[src/rtl/lsu_mem_ctrl.sv]
// lsu_mem_ctrl: load/store controller between the core execute stage and
// Data_Memory. Accepts byte/half/word requests over valid/ready, issues only
// word-aligned memory accesses, performs read-modify-write for sub-word
// stores, and returns sign/zero-extended load data.
// Optional feature: define LSU_RANGE_CHECK_EN to reject addresses above
// MEM_BYTES-1 with resp_err instead of passing them to memory.
module lsu_mem_ctrl #(
  parameter int MEM_BYTES = 64
) (
  input  logic        clk,
  input  logic        rst,
  input  logic        req_valid,
  output logic        req_ready,
  input  logic        req_we,
  input  logic [1:0]  req_size,
  input  logic        req_unsigned,
  input  logic [31:0] req_addr,
  input  logic [31:0] req_wdata,
  output logic        resp_valid,
  output logic [31:0] resp_rdata,
  output logic        resp_err,
  output logic        MemRead,
  output logic        MemWrite,
  output logic [31:0] address,
  output logic [31:0] write_data,
  input  logic [31:0] read_data
);

  typedef enum logic [1:0] {IDLE, RD, WR, RESP} state_t;

  state_t      state_q, state_d;
  logic        we_q, uns_q, err_q;
  logic [1:0]  size_q;
  logic [31:0] addr_q, wdata_q, word_q;

  logic        req_err;
  logic        accept;
  logic [31:0] merged_word;
  logic [31:0] load_data;
  logic [7:0]  byte_sel;
  logic [15:0] half_sel;

  assign accept = (state_q == IDLE) && req_valid && !rst;

`ifdef LSU_RANGE_CHECK_EN
  localparam logic [31:0] ADDR_MAX = 32'(MEM_BYTES - 1);
`endif

  // Classify the incoming request: illegal size, misalignment, optional range.
  always_comb begin
    req_err = 1'b0;
    case (req_size)
      2'b11:   req_err = 1'b1;
      2'b01:   req_err = req_addr[0];
      2'b10:   req_err = (req_addr[1:0] != 2'b00);
      default: req_err = 1'b0;
    endcase
`ifdef LSU_RANGE_CHECK_EN
    if (req_addr > ADDR_MAX) req_err = 1'b1;
`endif
  end

  // State register; reset aborts any access in flight.
  always_ff @(posedge clk) begin
    if (rst) state_q <= IDLE;
    else     state_q <= state_d;
  end

  // Capture request fields at acceptance and the memory word at the end of RD.
  always_ff @(posedge clk) begin
    if (rst) begin
      we_q    <= 1'b0;
      uns_q   <= 1'b0;
      err_q   <= 1'b0;
      size_q  <= 2'b00;
      addr_q  <= 32'd0;
      wdata_q <= 32'd0;
      word_q  <= 32'd0;
    end else begin
      if (accept) begin
        we_q    <= req_we;
        uns_q   <= req_unsigned;
        err_q   <= req_err;
        size_q  <= req_size;
        addr_q  <= req_addr;
        wdata_q <= req_wdata;
      end
      if (state_q == RD) word_q <= read_data;
    end
  end

  // Store data: replace the addressed lane of the captured word, or use the
  // full store word for sw.
  always_comb begin
    merged_word = word_q;
    case (size_q)
      2'b00:   merged_word[{addr_q[1:0], 3'b000} +: 8] = wdata_q[7:0];
      2'b01:   merged_word[{addr_q[1], 4'b0000} +: 16] = wdata_q[15:0];
      default: merged_word = wdata_q;
    endcase
  end

  // Load data: little-endian lane select followed by sign/zero extension.
  always_comb begin
    byte_sel = word_q[{addr_q[1:0], 3'b000} +: 8];
    half_sel = word_q[{addr_q[1], 4'b0000} +: 16];
    case (size_q)
      2'b00:   load_data = uns_q ? {24'd0, byte_sel} : {{24{byte_sel[7]}}, byte_sel};
      2'b01:   load_data = uns_q ? {16'd0, half_sel} : {{16{half_sel[15]}}, half_sel};
      default: load_data = word_q;
    endcase
  end

  // Next-state and output decode; everything is forced quiet while rst is high.
  always_comb begin
    state_d    = state_q;
    req_ready  = 1'b0;
    resp_valid = 1'b0;
    resp_rdata = 32'd0;
    resp_err   = 1'b0;
    MemRead    = 1'b0;
    MemWrite   = 1'b0;
    address    = 32'd0;
    write_data = 32'd0;
    case (state_q)
      IDLE: begin
        req_ready = 1'b1;
        if (req_valid) begin
          if (req_err)                  state_d = RESP;
          else if (!req_we)             state_d = RD;
          else if (req_size == 2'b10)   state_d = WR;
          else                          state_d = RD;
        end
      end
      RD: begin
        MemRead = 1'b1;
        address = {addr_q[31:2], 2'b00};
        state_d = we_q ? WR : RESP;
      end
      WR: begin
        MemWrite   = 1'b1;
        address    = {addr_q[31:2], 2'b00};
        write_data = merged_word;
        state_d    = RESP;
      end
      RESP: begin
        resp_valid = 1'b1;
        resp_err   = err_q;
        resp_rdata = (err_q || we_q) ? 32'd0 : load_data;
        state_d    = IDLE;
      end
      default: state_d = IDLE;
    endcase
    if (rst) begin
      state_d    = IDLE;
      req_ready  = 1'b0;
      resp_valid = 1'b0;
      resp_rdata = 32'd0;
      resp_err   = 1'b0;
      MemRead    = 1'b0;
      MemWrite   = 1'b0;
      address    = 32'd0;
      write_data = 32'd0;
    end
  end

endmodule

[config.mk]
export PLATFORM = sky130hd
export DESIGN_NAME = lsu_mem_ctrl
export DESIGN_NICKNAME = d
export VERILOG_FILES = /design/src/rtl/lsu_mem_ctrl.sv
export SDC_FILE = /design/constraint.sdc
export NUM_CORES = 1
export LEC_CHECK = 0
export ABC_CLOCK_PERIOD_IN_PS = 2400
export CORE_MARGIN = 2
export CORE_UTILIZATION = 27
export CTS_CLUSTER_SIZE = 8
export DETAILED_ROUTE_END_ITERATION = 10
export PLACE_DENSITY = 0.5
export SLEW_MARGIN = 0
export SYNTH_ARGS = -nofsm -noshare
export SYNTH_HDL_FRONTEND = slang
export SYNTH_SLANG_ARGS = --single-unit
[constraint.sdc]
create_clock -name clk -period 2.4 [get_ports clk]
set_clock_uncertainty 0.15 [all_clocks]
set_input_delay 0.48 -clock clk [delete_from_list [all_inputs] [get_ports clk]]
set_output_delay 0.48 -clock clk [all_outputs]
set_load 0.1 [all_outputs]
==> Word level (Yosys, flattened, before mapping) <==
Cells that the tools add are included.
{ "totals": {"regBits": 103, "latch_bits": 0, "mem_bits_rw": 0, "rom_bits": 0, "in_bits": 103, "out_inout_bits": 101, "word_cells": 62, "memories": 0} }
{ "classes": {"n_addsub": 2, "n_mul": 0, "div": 0, "order_cmp": 0, "n_eq_ne": 8, "shifts": 6, "n_mux": 30, "bitwise_logic": 0, "n_reduce_logical": 8} }
{ "op_table": {"columns": ["cell", "n"], "rows": [
  ["$mux W32", 9],
  ["$pmux W32 S2", 2],
  ["$bwmux W32", 2],
  ["$shift A16 B7 Y32 const A", 1],
  ["$shift A8 B7 Y32 const A", 1],
  ["$shiftx A16 B7 Y32", 1],
  ["$shiftx A32 B6 Y16", 1],
  ["$shiftx A32 B6 Y8", 1],
  ["$shiftx A8 B7 Y32", 1],
  ["$neg A5 Y7", 2],
  ["$mux W1", 11],
  ["$eq A2 B2 Y1 const B", 4],
  ["$mux W2", 4],
  ["$pmux W2 S4", 1],
  ["$eq A2 B1 Y1 const B", 3],
  ["$logic_not A2 Y1", 2],
  ["$pmux W1 S3", 1],
  ["$logic_and A1 B1 Y1", 2],
  ["$ne A2 B2 Y1 const B", 1],
  ["$reduce_bool A2 Y1", 1],
  ["$reduce_or A2 Y1", 1],
  ["$logic_not A1 Y1", 1],
  ["$logic_or A1 B1 Y1", 1]
]} }

==> Longest topological paths before layout <==
{ "depth": {"ltp_word": 6, "mapped_depth": 9, "mapped_depth_nobuf": 6} }

==> Worst setup path after synthesis <==
No wires, ideal clock.
{ "synth_timing": {"kind": "input to output", "startpoint": "in rst", "endpoint": "out resp_rdata[0]", "arrival_time_ps": 3762, "t_required_ps": 1770, "setup_slack_ps": -1992, "stages": 5, "path_buffers": 2, "path_cell_list": "buf_6 > nor2b_4 > nand2_2 > clkbuf_1 > nor3_1"} }
{ "synth_between": {"elab_chain_len": 1} }
{ "synth_rtl": {"columns": ["item", "line_no", "source"], "rows": [
  ["start: declaration", "11", "input logic rst,"],
  ["$mux W32", "154", "if (rst) begin"],
  ["end: declaration", "20", "output logic [31:0] resp_rdata,"]
]} }
Every way passes these cells.

==> Worst setup path after layout <==
{ "layout_timing": {"startpoint": "reg addr_q[0]", "endpoint": "out write_data[5]"} }
{ "layout_between": {"elab_chain_len": 6, "word_cells_on_any_way": 7, "classes_between": "add/sub: 1; shift: 2; mux: 4"} }
{ "layout_rtl": {"columns": ["item", "line_no", "source"], "rows": [
  ["start: declaration", "34", "logic [31:0] addr_q, wdata_q, word_q;"],
  ["start signal: assignment", "85", "addr_q <= req_addr;"],
  ["$neg A5 Y7 *", "97", "2'b00: merged_word[{addr_q[1:0], 3'b000} +: 8] = wdata_q[7:0];"],
  ["$shiftx A8 B7 Y32 or $shift A8 B7 Y32 (tied branches)", "97", null],
  ["$bwmux W32 *", "97", null],
  ["$pmux W32 S2 *", "96", "case (size_q)"],
  ["$mux W32 *", "125", "case (state_q)"],
  ["$mux W32 *", "154", null],
  ["end: declaration", "25", "output logic [31:0] write_data,"]
]} }
Mark *: on every way between the ends. The rest lies on a longest branch, timed or not.

==> flow_summary.json <==
{
  "ctsHtreeMaxLevel": 3,
  "crit_buf_inv": 5,
  "place_ws_ns": -0.174,
  "violations": "negative setup slack",
  "maxCapViolCount": 0,
  "antenna_found_initial": 1,
  "dpl.cell_count": 1231,
  "syn_area_per_cell_sq_um": 8.14,
  "fin_crit_sh_pct": 124,
  "tightest_slew_ns": 0.758,
  "drtAntennaViolNets": 0,
  "crit_type": "reg -> out",
  "ys_seq_area_share_pct": 34.1,
  "cp_common_cell": "buf_6",
  "cts_sinks": 103,
  "place.gp.congestion": 0.866,
  "maxSlewViolCount": 0,
  "rsz0062_at_grt": "yes",
  "critical-path-max-stage-delay_ns": 0.38,
  "firstDrtPassIters": 7,
  "cp.arrival_ns": 2.35,
  "status": "finished with violations",
  "grt_pass1_wl_um": 39000,
  "synthCells": 743,
  "final_cells": 1282,
  "slew-limit-headroom_pct": 49.5,
  "root_buffer": "clkbuf_16",
  "period_minus_slack_ns": 2.98,
  "insertion_delay_ns": 0.36,
  "cp.required_ns": 1.77,
  "die-height_um": 154,
  "critPathLaunchType": "flop",
  "drc": 0,
  "worst_slack_ns": -0.577,
  "grt_overflow": 0,
  "ys_seq_elements": 103,
  "num_vias": 6382,
  "grtUsageTotal_pct": 21.4,
  "setup_viol": 94,
  "core_region_area_sq_um": 21900,
  "hp-class": "reg -> reg",
  "grt_max_degree": 80,
  "synth-main-ff-cell": "dfxtp_1",
  "hpwlAfterDp_um": 18600,
  "rows": 54,
  "path_delay_family": "buffers and inverters",
  "path_cells": "inv_4 > ha_4 > buf_4 > buf_6 > nor2_4 > nand3b_1 > buf_6 > nand2_4 > a211oi_4 > buf_12",
  "port_buffers": 201,
  "areaGrowthSynthToFinish_pct": 94.2,
  "ys.warnings.count": 0,
  "p_leak_uw": 0.00418,
  "powerDensity_nw_per_um2": 827,
  "vdd_ir_drop_max_mv": 0.424,
  "fp.dieW_um": 154,
  "synth.distinct_cells": 52,
  "wire_per_inst_um": 20.1,
  "start_util_pct": 27.6,
  "postLayoutCellArea_sq_um": 11700,
  "dieArea_sq_um": 23600,
  "cts_buffers": 9,
  "grt_pass1_vias": 6374,
  "ioPinCount": 204,
  "async_flop_share_pct": 0,
  "timing.fmax_mhz": 336,
  "clock_tree.buffer_depth": 2,
  "critPathCaptureType": "output port",
  "synth_area_sq_um": 6040,
  "cp_slowest_cell": "dfxtp_4",
  "path_max_fanout": 4,
  "holdWs_ns": 0.324,
  "drt_first_iter_violations": 485,
  "hold_violations": 0,
  "cts_tree": "built",
  "place_area_sq_um": 10600,
  "clk_pin_slew_ns": 0.08,
  "drive_gt1_share_pct": 41.4,
  "vias_per_cell": 4.98,
  "nNetsFinal": 1109,
  "synth_edf_count": 0,
  "totalWireLength_um": 25800
}
==> layer usage <==
metal / GRT usage, % / routed length, um / up-vias
met2: 35.5 / 12600 / 193
met1: 28.1 / 11100 / 3056
met4: 5.85 / 476 / 0
met3: 4.57 / 1610 / 31
li1: - / - / 3102
met5: 0 / 0 / -
==> sequential cells by signal, indices dropped and copies added (netlist names) <==
name     flops
addr_q      32
err_q        1
uns_q        1
we_q         1
wdata_q     32
state_q      2
size_q       2
word_q      32
==> cells by family after synthesis <==
| group | after synthesis | share of synthesized area, % |
|---|---|---|
| AO/OA/AOI/OAI | 211 | 23.9 |
| adder cells (fa/ha/maj) | 10 | 2.07 |
| buffers and inverters | 85 | 6.15 |
| flip-flops | 103 | 34.1 |
| multiplexers | 50 | 10.0 |
| other | 1 | 0.0620 |
| AND/OR/NAND/NOR | 283 | 23.7 |
==> worst paths after layout <==
| kind | start | to | slack (ns) | cells past startpoint |
|---|---|---|---|---|
| worst max-delay path | addr_q[0] | write_data[5] | -0.58 | 10 |
| worst min-delay path | addr_q[31] | addr_q[31] | 0.32 | 2 |
| worst min register to register | addr_q[31] | addr_q[31] | 0.32 | 2 |
| worst max register to register | state_q[0] | state_q[0] | 0.49 | 7 |
==> timing repair <==
item	4_1_cts	5_1_grt
pin swaps	62	22
hold buffers	0	0
gates resized for setup	86	35
gates cloned	4	2
endpoints found under the setup margin	95	95
setup buffers	14	14
==> cells in the mapped netlist (9+ instances only) <==
cell,n,area share (%)
a21o_1,21,2.6
buf_2,15,1.2
mux2_2,9,1.7
nand2_1,89,5.5
o21ai_0,91,7.5
a21oi_1,12,0.99
ha_1,10,2.1
inv_1,21,1.3
dfxtp_1,103,34
nand2b_1,68,7.0
nor2_1,61,3.8
mux2i_1,33,5.5
and2_1,32,3.3
clkbuf_1,38,2.4
a22oi_1,31,3.9
==> through the flow <==
step	utilization (%)	TNS, ns	power [uW]
3_5_place_dp	48.6	-3.13	7280
3_3_place_gp	48.6	-2.40	7270
5_1_grt	53.6	-36.17	10200
4_1_cts	52.2	-25.84	9470
6_report	53.6	-30.48	9710
2_1_floorplan	-	-26.44	5520
==> final cells by class <==
type                    count  area, sq um
diodes                      1         2.50
well taps                 280          350
clock buffers              10          239
repair buffers            304         4150
flip-flops and latches    103         2080
inverters                  22          103
fillers                  1970        10200
multi-input cells         556         4760
clock inverters             6         52.6
==> power breakdown <==
group	leakage, uW	internal [uW]	switching [uW]	total, uW
combinational	0.00319	2500	3120	5620
clock	0.000143	753	744	1500
sequential	0.000847	2090	505	2600
total	0.00418	5340	4370	9710
==> placed cells by master, fill, tap and decap left out, types with 6 or more instances in the layout <==
master	n
buf_12	113
clkdlybuf4s50_1	101
dfxtp_1	98
nand2_1	82
o21ai_0	81
nand2b_1	67
buf_4	67
nor2_1	47
mux2i_1	32
and2_4	31
a21o_4	18
inv_1	17
a22oi_1	16
a22oi_2	15
buf_6	14
nor2_4	13
a21oi_4	11
clkbuf_16	11
nor3_4	9
o21ai_4	9
mux2_2	9
a221oi_4	8
a222oi_1	8
a211oi_4	8
a22o_1	7
mux4_2	7
o22ai_2	6
==> worst register-to-register path: stages (launching register included) <==
cell and delay [ns]:
dfxtp_4 0.35, buf_6 0.12, inv_6 0.06, buf_4 0.11
ha_1 0.20, or4b_2 0.62, nand4b_1 0.12, o31ai_1 0.07
Note: power is estimated with default switching activity, not from simulation.
